## src/rtl/plot_scheduler.sv

```systemverilog
// Arbitrates the single plothelper engine between the cursor/disk datapath (0)
// and the board_ram redraw scan (1): grant, one-cycle enable, fixed draw hold, done.
module plot_scheduler #(
  parameter int DRAW_CYCLES = 256,
  parameter int CNT_W       = 10,
  parameter int FIXED_PRIO  = 0
) (
  input  logic       clock,
  input  logic       resetn,
  input  logic       req0,
  input  logic [7:0] x0,
  input  logic [6:0] y0,
  input  logic [1:0] sel0,
  input  logic       req1,
  input  logic [7:0] x1,
  input  logic [6:0] y1,
  input  logic [1:0] sel1,
  output logic [7:0] x_plot,
  output logic [6:0] y_plot,
  output logic [1:0] select,
  output logic       enable,
  output logic       busy,
  output logic       gnt,
  output logic       done0,
  output logic       done1
);

  typedef enum logic [1:0] {IDLE, ISSUE, DRAW, DONE} state_t;

  // ISSUE already spends one cycle of the draw and DRAW exits on zero.
  localparam logic [CNT_W-1:0] LOAD = CNT_W'(DRAW_CYCLES - 2);

  state_t           state;
  logic [CNT_W-1:0] count;
  logic             last_grant;
  logic             pick;

  always_comb begin
    pick = 1'b0;
    if (req0 && req1)
      pick = (FIXED_PRIO != 0) ? 1'b0 : ~last_grant;
    else if (req1)
      pick = 1'b1;
  end

  // Reset leaves last_grant at 1 so requester 0 takes the first tie.
  always_ff @(posedge clock or posedge resetn) begin
    if (resetn) begin
      state      <= IDLE;
      count      <= '0;
      last_grant <= 1'b1;
      gnt        <= 1'b0;
      x_plot     <= '0;
      y_plot     <= '0;
      select     <= '0;
      enable     <= 1'b0;
      busy       <= 1'b0;
      done0      <= 1'b0;
      done1      <= 1'b0;
    end else begin
      enable <= 1'b0;
      done0  <= 1'b0;
      done1  <= 1'b0;
      case (state)
        IDLE: begin
          if (req0 || req1) begin
            gnt        <= pick;
            last_grant <= pick;
            x_plot     <= pick ? x1 : x0;
            y_plot     <= pick ? y1 : y0;
            select     <= pick ? sel1 : sel0;
            busy       <= 1'b1;
            enable     <= 1'b1;
            state      <= ISSUE;
          end
        end
        ISSUE: begin
          count <= LOAD;
          state <= DRAW;
        end
        DRAW: begin
          if (count == '0) begin
            done0 <= ~gnt;
            done1 <= gnt;
            state <= DONE;
          end else begin
            count <= count - 1'b1;
          end
        end
        DONE: begin
          busy  <= 1'b0;
          state <= IDLE;
        end
        default: state <= IDLE;
      endcase
    end
  end

endmodule

```

## config.mk

```make
export PLATFORM = sky130hd
export DESIGN_NAME = plot_scheduler
export DESIGN_NICKNAME = d
export VERILOG_FILES = /design/src/rtl/plot_scheduler.sv
export SDC_FILE = /design/constraint.sdc
export NUM_CORES = 1
export LEC_CHECK = 0
export BUFFER_PORTS_ARGS = -buffer_cell sky130_fd_sc_hd__buf_2
export CAP_MARGIN = 40
export CELL_PAD_IN_SITES_DETAIL_PLACEMENT = 0
export CELL_PAD_IN_SITES_GLOBAL_PLACEMENT = 2
export CORE_ASPECT_RATIO = 0.7
export CORE_MARGIN = 3
export CORE_UTILIZATION = 30
export CTS_CLUSTER_SIZE = 24
export DETAILED_ROUTE_END_ITERATION = 6
export PLACE_DENSITY_LB_ADDON = 0.1
export SKIP_LAST_GASP = 1
export SLEW_MARGIN = 20
export SYNTH_ARGS = -nofsm -noshare
export SYNTH_HDL_FRONTEND = slang
export SYNTH_SLANG_ARGS = --single-unit
```

## constraint.sdc

```tcl
create_clock -name clock -period 2 [get_ports clock]
set_input_delay 0.2 -clock clock [delete_from_list [all_inputs] [get_ports clock]]
set_output_delay 0.2 -clock clock [all_outputs]
set_load 0.02 [all_outputs]
```

==> results of run 1 <==
==> per-layer routing <==
metal	wire (um)	share of wire [%]	track usage, %	up-vias
met3	262	6.7	3.90	2
met5	0	0	0	-
li1	-	-	-	718
met2	1790	46	19.5	38
met4	27	0.69	3.73	0
met1	1820	47	17.0	685
==> logic make-up (layout without fill, tap and decap cells) <==
logic type / after synthesis / count (layout) / share of synthesized area [%]
compound gates: 38 / 38 / 13.9
simple gates: 48 / 48 / 14.8
xor+xnor: 1 / 1 / 0.511
mux: 20 / 20 / 11.7
fa+ha+maj: 6 / 6 / 4.38
flops: 35 / 35 / 51.1
buf+inv: 15 / 87 / 3.57
==> stage by stage <==
| step | instance area (um2) | setup WS [ps] |
|---|---|---|
| 6_report | 2260 | 142 |
| 5_1_grt | 2260 | 38.2 |
| 4_1_cts | 2240 | 66.5 |
| 3_5_place_dp | 2160 | 88.0 |
| 3_3_place_gp | 2160 | 185 |
| 2_1_floorplan | 1720 | 188 |
==> flip-flops by register name, summed over array words and instances (netlist names) <==
name	count
busy	1
count	10
done0	1
done1	1
enable	1
gnt	1
last_grant	1
select	2
state	2
x_plot	8
y_plot	7
==> cell usage after synthesis (2+ instances only) <==
library cell and number:
sky130_fd_sc_hd__ha_1 6, sky130_fd_sc_hd__nor3b_1 3, sky130_fd_sc_hd__nand2_1 21, sky130_fd_sc_hd__o21ai_0 18, sky130_fd_sc_hd__clkbuf_1 4, sky130_fd_sc_hd__dfrtp_1 34
sky130_fd_sc_hd__a31oi_1 2, sky130_fd_sc_hd__nand3_1 3, sky130_fd_sc_hd__a21oi_1 6, sky130_fd_sc_hd__nor2_1 9, sky130_fd_sc_hd__a211oi_1 2, sky130_fd_sc_hd__mux2i_1 19
sky130_fd_sc_hd__inv_1 9
==> power by group through the flow <==
stage	logic (mW)	registers [mW]	clock network, mW
floorplan	0.623	1.39	0
global placement	1.29	1.16	0
detailed placement	1.32	1.17	0
CTS	1.32	1.16	0.507
global route	1.46	1.20	0.540
finish	1.30	1.16	0.488
==> worst max path at each step <==
stage	endpoint	from	cells after the start	slack [ps]
after floorplan	state[1]	count[0]	6	190
after global placement	count[7]	state[0]	6	190
after detailed placement	count[7]	state[0]	6	90
after CTS	count[7]	state[0]	6	70
after global routing	count[7]	state[0]	6	40
final	count[7]	state[0]	6	140
==> worst min-delay path: stages <==
cell and delay, ps:
sky130_fd_sc_hd__buf_2 100, sky130_fd_sc_hd__inv_1 40, sky130_fd_sc_hd__buf_4 380
==> cell usage in the layout (no fill, tap or decap), types with 2 or more instances in the layout <==
master / n
sky130_fd_sc_hd__nand2_1: 21
sky130_fd_sc_hd__mux2i_1: 19
sky130_fd_sc_hd__buf_2: 59
sky130_fd_sc_hd__o21ai_0: 18
sky130_fd_sc_hd__nor2_1: 9
sky130_fd_sc_hd__buf_4: 11
sky130_fd_sc_hd__a211oi_1: 2
sky130_fd_sc_hd__inv_1: 9
sky130_fd_sc_hd__ha_1: 5
sky130_fd_sc_hd__a21oi_1: 6
sky130_fd_sc_hd__a31oi_1: 2
sky130_fd_sc_hd__clkbuf_8: 5
sky130_fd_sc_hd__clkbuf_1: 2
sky130_fd_sc_hd__nand3_1: 3
sky130_fd_sc_hd__dfrtp_1: 34
sky130_fd_sc_hd__nor3b_1: 2
==> cell type report <==
cell class / instances / area share, %
flip-flops and latches: 35 / 38.7
clock inverters: 1 / 0.221
multi-input cells: 113 / 35.5
clock buffers: 7 / 3.37
inverters: 9 / 1.49
well taps: 72 / 3.98
repair buffers: 70 / 16.7
==> impl.org, run 1 <==
** Synth
- Post-synthesis instance area :: about 0.0017 mm2
- Largest cells by area after synthesis :: sky130_fd_sc_hd__dfrtp_1 (50%), sky130_fd_sc_hd__mux2i_1 (11%), sky130_fd_sc_hd__o21ai_0 (5.3%), sky130_fd_sc_hd__nand2_1 (4.6%), sky130_fd_sc_hd__ha_1 (4.4%)
- Number of instances in the synthesized netlist :: approximately 160
- Fraction of registers with async set or reset after synthesis :: 100%
- After synthesis the netlist holds a flip-flop and latch count of 35.
- Yosys printed 0 warnings.
- Cell type with the largest total area after synthesis :: sky130_fd_sc_hd__dfrtp_1
- In this run, distinct cell masters in the synthesized netlist total 40.
- Count of flip-flops with a built-in enable after synthesis :: 0
- Summed over its instances, the top area cell type makes up 49.6% of the synthesized netlist area.
- Averaged over all synthesized cells, the footprint is ~11 um2.
- Post-synthesis sequential area ratio :: about half
- Synthesized net count :: 207
- Primary flip-flop cell chosen by synthesis mapping :: sky130_fd_sc_hd__dfrtp_1

** Worst setup path
- Setup slack of the most critical reg-to-reg path :: roughly 140 ps
- The critical path is of the reg2reg type.
- Cells along the critical path :: inv_1 > ha_2 > or3b_4 > a2111oi_4 > xnor2_1 > nand2_1
- Launch point of the worst reg-to-reg path :: state[0]
- CP startpoint kind :: flop
- Number of buffers and inverters on the critical path :: 1
- Cell family contributing the most delay on the critical path :: simple AND/OR/NAND/NOR gates
- For the worst flop-to-flop path, the logic depth is 6.
- Data required, critical path :: about 2200 ps
- End of the worst register-to-register path :: count[7]
- Crit-path slowest cell :: sky130_fd_sc_hd__dfrtp_1
- Critical path fanouts, max :: 5
- The largest single stage delay on the critical path is 410 ps.
- The worst setup path is captured at a flop.
- For the worst setup path, the data arrival time is 2020 ps.

** Layout
- Once layout is complete, the utilization of the core stands at between 40% and 50%.
- Excluding fillers, the count of instances in the completed layout stands at 307.
- Cells with a size suffix above 1 make up 37.4% of the layout.
- Combined flip-flop and latch cell area :: approximately 880 um2
- Multi-input gate area :: 805 um2
- Antenna cell count :: 0
- After filler insertion, the fill cell instance count of the layout stands at 553.
- From synthesis to final layout, the design area changed by 32.0%.
- Final nets :: 278

** Floorplan
- DIE HEIGHT :: 69.3 um
- Row cnt :: 22
- Die X :: 96.4 um
- Starting Density :: 31.8%
- In this run the standard cell core region covers about 0.0054 mm2.
- Boundary Pins :: 60
- The die covers 0.00668 mm2.

** Power and ir drop
- Total power for the finished layout comes to 2.95 mW.
- Combinational share of power :: 44.2%
- Maximum ir drop on the vdd rail :: roughly 0.54 mV
- Internal portion of total power :: between 1.5 and 2 mW
- Static leakage :: around 1.1 nW
- Power density normalized to cell area :: 1300 mW/mm2
- Fraction of power consumed by the clock network :: roughly 17%
- Net switching share of the total power :: 40.3%
- Switching power total :: roughly 1.2 mW
- Reg power frac :: approximately two fifths

** Clocking
- TritonCTS built the clock tree.
- CTS root buf :: sky130_fd_sc_hd__clkbuf_8
- CTS built an H-tree with a depth of 2.
- The number of gates resized after CTS was 0.
- For the worst-skew pair, the clock arrives at the later sink with an insertion delay of 280 ps.
- TritonCTS created 5 clock buffers.
- The clock drives 35 sinks.
- Post-CTS clock slew at the launch and capture registers of the worst setup and hold paths :: approximately 70 ps
- Maximum count of clock buffers along a single path :: 2
- Hold buffer count at cts :: 0
- Postcts setup bufs :: 0

** Routing
- Drt drc :: 0
- Overall routed net length :: 3.91 mm
- The detailed router finished its first iteration with 40 violations.
- In the routed layout, each cell is associated on average with a via count of 4.70.
- Antenna-violating nets left :: 0
- Before antenna repair, the detailed router went through 4 iterations.
- Average wire per standard cell :: 12.7 um
- Vias after detailed routing :: 1443

** Timing
- The worst path in the final design needs a cycle of 1860 ps, including I/O delays and setup.
- Hold slack final :: 8.96 ps
- Max Clock Freq :: roughly 540 MHz
- Setup repair after global routing left no endpoint under its margin.
- The worst pin sits at a relative slew slack of 47.2%.
- The number of failing hold endpoints at the final stage was 0.
- Slew at the pin closest to its max-slew limit :: 793 ps
- Setup tns final :: 0 ps
- The number of max-slew violations in the final report is 0.
- The clock arrives with 3.90 ps of skew.
- Final clock period utilization by the worst path :: 92.9%
- Setup Viol. Count Final :: 0

** Global routing
- GRT Overall Usage :: 12.6%
- Global-route wire length before repair :: 6.67 mm
- Entering global routing, the biggest net connects 36 pins.
- Initial antenna violation count :: 0
- Via count of the first global-routing pass :: approximately 1400
- Remaining Overflow, GRT :: 0

** Place
- Quantity of I/O buffers inserted on ports :: just under 60
- The wire-length estimate of the detail-placed layout is 2.97 mm.
- # placed instances :: approximately 300
- Routability congestion estimate from global placement :: 0.816

** Run
- Max-capacitance violation count :: 0

** Worst hold path
- Path class of the lowest-slack min-delay path :: in2async

** Outcome
- Run status :: completed
Power figures use the tool's default switching activity.
==> run 2: changes to the inputs <==
--- a/config.mk
+++ b/config.mk
@@ -6,11 +6,11 @@
 export NUM_CORES = 1
 export LEC_CHECK = 0
 export BUFFER_PORTS_ARGS = -buffer_cell sky130_fd_sc_hd__buf_2
-export CAP_MARGIN = 40
+export CAP_MARGIN = 0
 export CELL_PAD_IN_SITES_DETAIL_PLACEMENT = 0
 export CELL_PAD_IN_SITES_GLOBAL_PLACEMENT = 2
 export CORE_ASPECT_RATIO = 0.7
-export CORE_MARGIN = 3
+export CORE_MARGIN = 2
 export CORE_UTILIZATION = 30
 export CTS_CLUSTER_SIZE = 24
 export DETAILED_ROUTE_END_ITERATION = 6
==> impl.org, run 2 (synthesis results as in run 1) <==
** Outcome
- The flow ran to the end, and the final reports show no timing, DRC or antenna violations.

** Power and ir drop
- Fraction of power consumed by the clock network :: 18.3% (+1.7 points)
- The static leakage was 1.12 nW (+1.4%).
- Net switching share of the total power :: 39.4% (-0.89 points)
- Power density normalized to cell area :: 1330 mW/mm2 (+2.1%)
- The fraction of power consumed by sequential logic came to 38.3% (-1.0 points).
- Switching power total :: 1.19 mW (about the same)
- Maximum ir drop on the vdd rail :: 0.672 mV (+25%)
- Combinational share of power :: 43.3% (-0.9 points)
- Power Total :: 3.02 mW (+2.3%)
- Internal portion of total power :: 1.83 mW (+3.9%)

** Layout
- The antenna cell count came to 0 (unchanged).
- Final nets :: 279 (+0.36%)
- In the final layout, the registers with the most flip-flops are count x10, x_plot x8, y_plot x7.
- Number of flip-flops in the largest register :: 10 (unchanged)
- Relative to the synthesized area, the layout overhead comes to 32.4%.
- The library cells used most frequently in the layout, excluding fill and tap cells, are sky130_fd_sc_hd__buf_2 (59), sky130_fd_sc_hd__dfrtp_1 (34), sky130_fd_sc_hd__nand2_1 (21).
- Post-route design area :: 0.00227 mm2 (+0.28%)
- Fill cells :: 532 (-3.8%)
- Final core area utilization :: 42.3% (+0.33 points)
- Most common cell after layout, fill and taps aside :: sky130_fd_sc_hd__buf_2
- Most flops, register :: count
- The proportion of layout cells with a drive suffix above 1 is 37.3% (-0.16 points).

** Timing
- The summed negative setup slack over all endpoints came to 0 ps (unchanged).
- Final hold violation count :: 0 (unchanged)
- The maximum clock frequency was 532 MHz (-1.2%).
- The period utilization came to 94.0% (+1.1 points).
- Number of slew-limit violations in the final report :: 0 (unchanged)
- The slew at the pin closest to its max-slew limit was 804 ps (+11.8 ps).
- Final min period :: 1880 ps (+21.7 ps)
- RSZ-0062 raised after global routing :: false
- The setup skew after layout is 3.42 ps (-0.477 ps).
- Setup Viol. Count Final :: 0 (unchanged)
- The post-route worst hold slack came to 8.10 ps (-0.856 ps).
- The normalized max-slew margin is 46.4% (-0.79 points).

** Run
- Max-capacitance violation count :: 0 (unchanged)

** Floorplan
- Die ar. :: 0.00635 mm2 (-4.9%)
- The vertical die dimension came to 67.3 um (-2.9%).
- Die X :: 94.4 um (-2.1%)
- The number of rows created at floorplan was 22 (unchanged).
- Starting Density :: 32.0% (+0.16 points)
- The number of top-level pins is 60 (unchanged).
- The core area is 0.00537 mm2 (-0.51%).

** Routing
- Average wire per standard cell :: 13.0 um (+1.7%)
- Vias per cell :: 4.56 (-2.9%)
- Overall routed net length :: 3.99 mm (+2.1%)
- Drt drc :: 0 (unchanged)
- The iteration count of the initial detailed-routing pass came to 4 (unchanged).
- Antenna-violating nets left :: 0 (unchanged)
- The number of design-rule violations left by the first detailed-router iteration came to 120 (+200%).
- Vias after detailed routing :: 1405 (-2.6%)

** Worst setup path
- The worst endpoint required time is 2170 ps (about the same).
- The startpoint identified for the worst register-to-register timing path is state[0].
- Critical path fanouts, max :: 4 (-1)
- The arrival time at the worst endpoint is 2050 ps (+30 ps).
- The setup slack of the most critical reg-to-reg path was 120 ps (-20 ps).
- Crit end category :: flop
- The worst register-to-register path ends at count[7].
- STA classifies the critical path startpoint as a flop.
- The number of cells on the worst reg-to-reg path was 6 (unchanged).
- Setup Crit Path Kind :: reg2reg

** Global routing
- The initial antenna violation count was 0 (unchanged).
- Maximum number of pins on one net before global-route repair :: 36 (unchanged)
- Remaining Overflow, GRT :: 0 (unchanged)
- The overall routing resource usage is 13.2% (+0.56 points).
- Global-route wire length before repair :: 6.43 mm (-3.5%)
- Via count of the first global-routing pass :: 1418 (-1.2%)

** Clocking
- Number of gates given a new drive strength after cts :: 0 (unchanged)
- The clock latency of the later-clocked register in the worst-skew pair was 280 ps (about the same).
- The number of setup buffers added after CTS came to 0 (unchanged).
- The clock-pin slew on the worst setup and hold paths was 70 ps (about the same).
- The CTS sink count was 35 (unchanged).
- CTS root buf :: sky130_fd_sc_hd__clkbuf_8
- H-tree levels :: 2 (unchanged)
- Maximum count of clock buffers along a single path :: 2 (unchanged)
- TritonCTS built the clock tree.
- The total CTS buffers is 5 (unchanged).
- The total of hold buffers inserted after clock tree synthesis is 0 (unchanged).

** Place
- The number of port buffers was 59 (unchanged).
- The HPWL after detailed placement came to 3.08 mm (+3.8%).
- The final estimated routing congestion in global placement is 0.812 (-0.53%).
- The placed standard-cell area came to 0.00217 mm2 (+0.35%).

** Worst hold path
- Path class of the lowest-slack min-delay path :: in2async
run 2: critical path: stages, from the launching register on:
cell	delay (ps)
sky130_fd_sc_hd__dfrtp_1	410
sky130_fd_sc_hd__inv_1	110
sky130_fd_sc_hd__ha_1	210
sky130_fd_sc_hd__or3b_4	410
sky130_fd_sc_hd__a2111oi_2	400
sky130_fd_sc_hd__xnor2_1	160
sky130_fd_sc_hd__nand2_1	70
run 2: how the worst max path moves through the flow:
stage / startpoint / to / slack (ps) / cells after the start
after floorplan: count[0] / state[1] / 190 / 6
after global placement: state[0] / count[7] / 190 / 6
after detailed placement: state[0] / count[7] / 120 / 6
after CTS: state[0] / count[7] / 110 / 6
after global routing: state[0] / count[7] / 9 / 6
final: state[0] / count[7] / 120 / 6
run 2: power by group through the flow:
| stage | logic (mW) | registers (mW) | clock network [mW] |
|---|---|---|---|
| 4_1_cts | 1.33 | 1.16 | 0.583 |
| 5_1_grt | 1.46 | 1.20 | 0.615 |
| 2_1_floorplan | 0.623 | 1.39 | 0 |
| 3_3_place_gp | 1.29 | 1.16 | 0 |
| 3_5_place_dp | 1.33 | 1.17 | 0 |
| 6_report | 1.31 | 1.16 | 0.554 |
run 2: metrics by stage:
stage	cells	setup slack, ps
5_1_grt	308	8.66
6_report	308	120
2_1_floorplan	163	188
4_1_cts	308	106
3_5_place_dp	300	120
3_3_place_gp	300	186
run 2: final cells by class:
cell class | instances | area, um2 | area share [%]
inverter | 9 | 33.8 | 1.49
multi-input combinational | 113 | 785 | 34.5
clock buffer | 8 | 100 | 4.41
sequential | 35 | 877 | 38.6
timing repair buffer | 71 | 385 | 17.0
tap | 72 | 90.1 | 3.97
run 2: layer usage:
| metal | vias to the layer above | routed length (um) | track usage [%] |
|---|---|---|---|
| met4 | 0 | 31 | 4.53 |
| met2 | 39 | 1840 | 21.8 |
| met1 | 642 | 1910 | 17.0 |
| met3 | 5 | 217 | 3.46 |
| li1 | 719 | - | - |
| met5 | - | 0 | 0 |
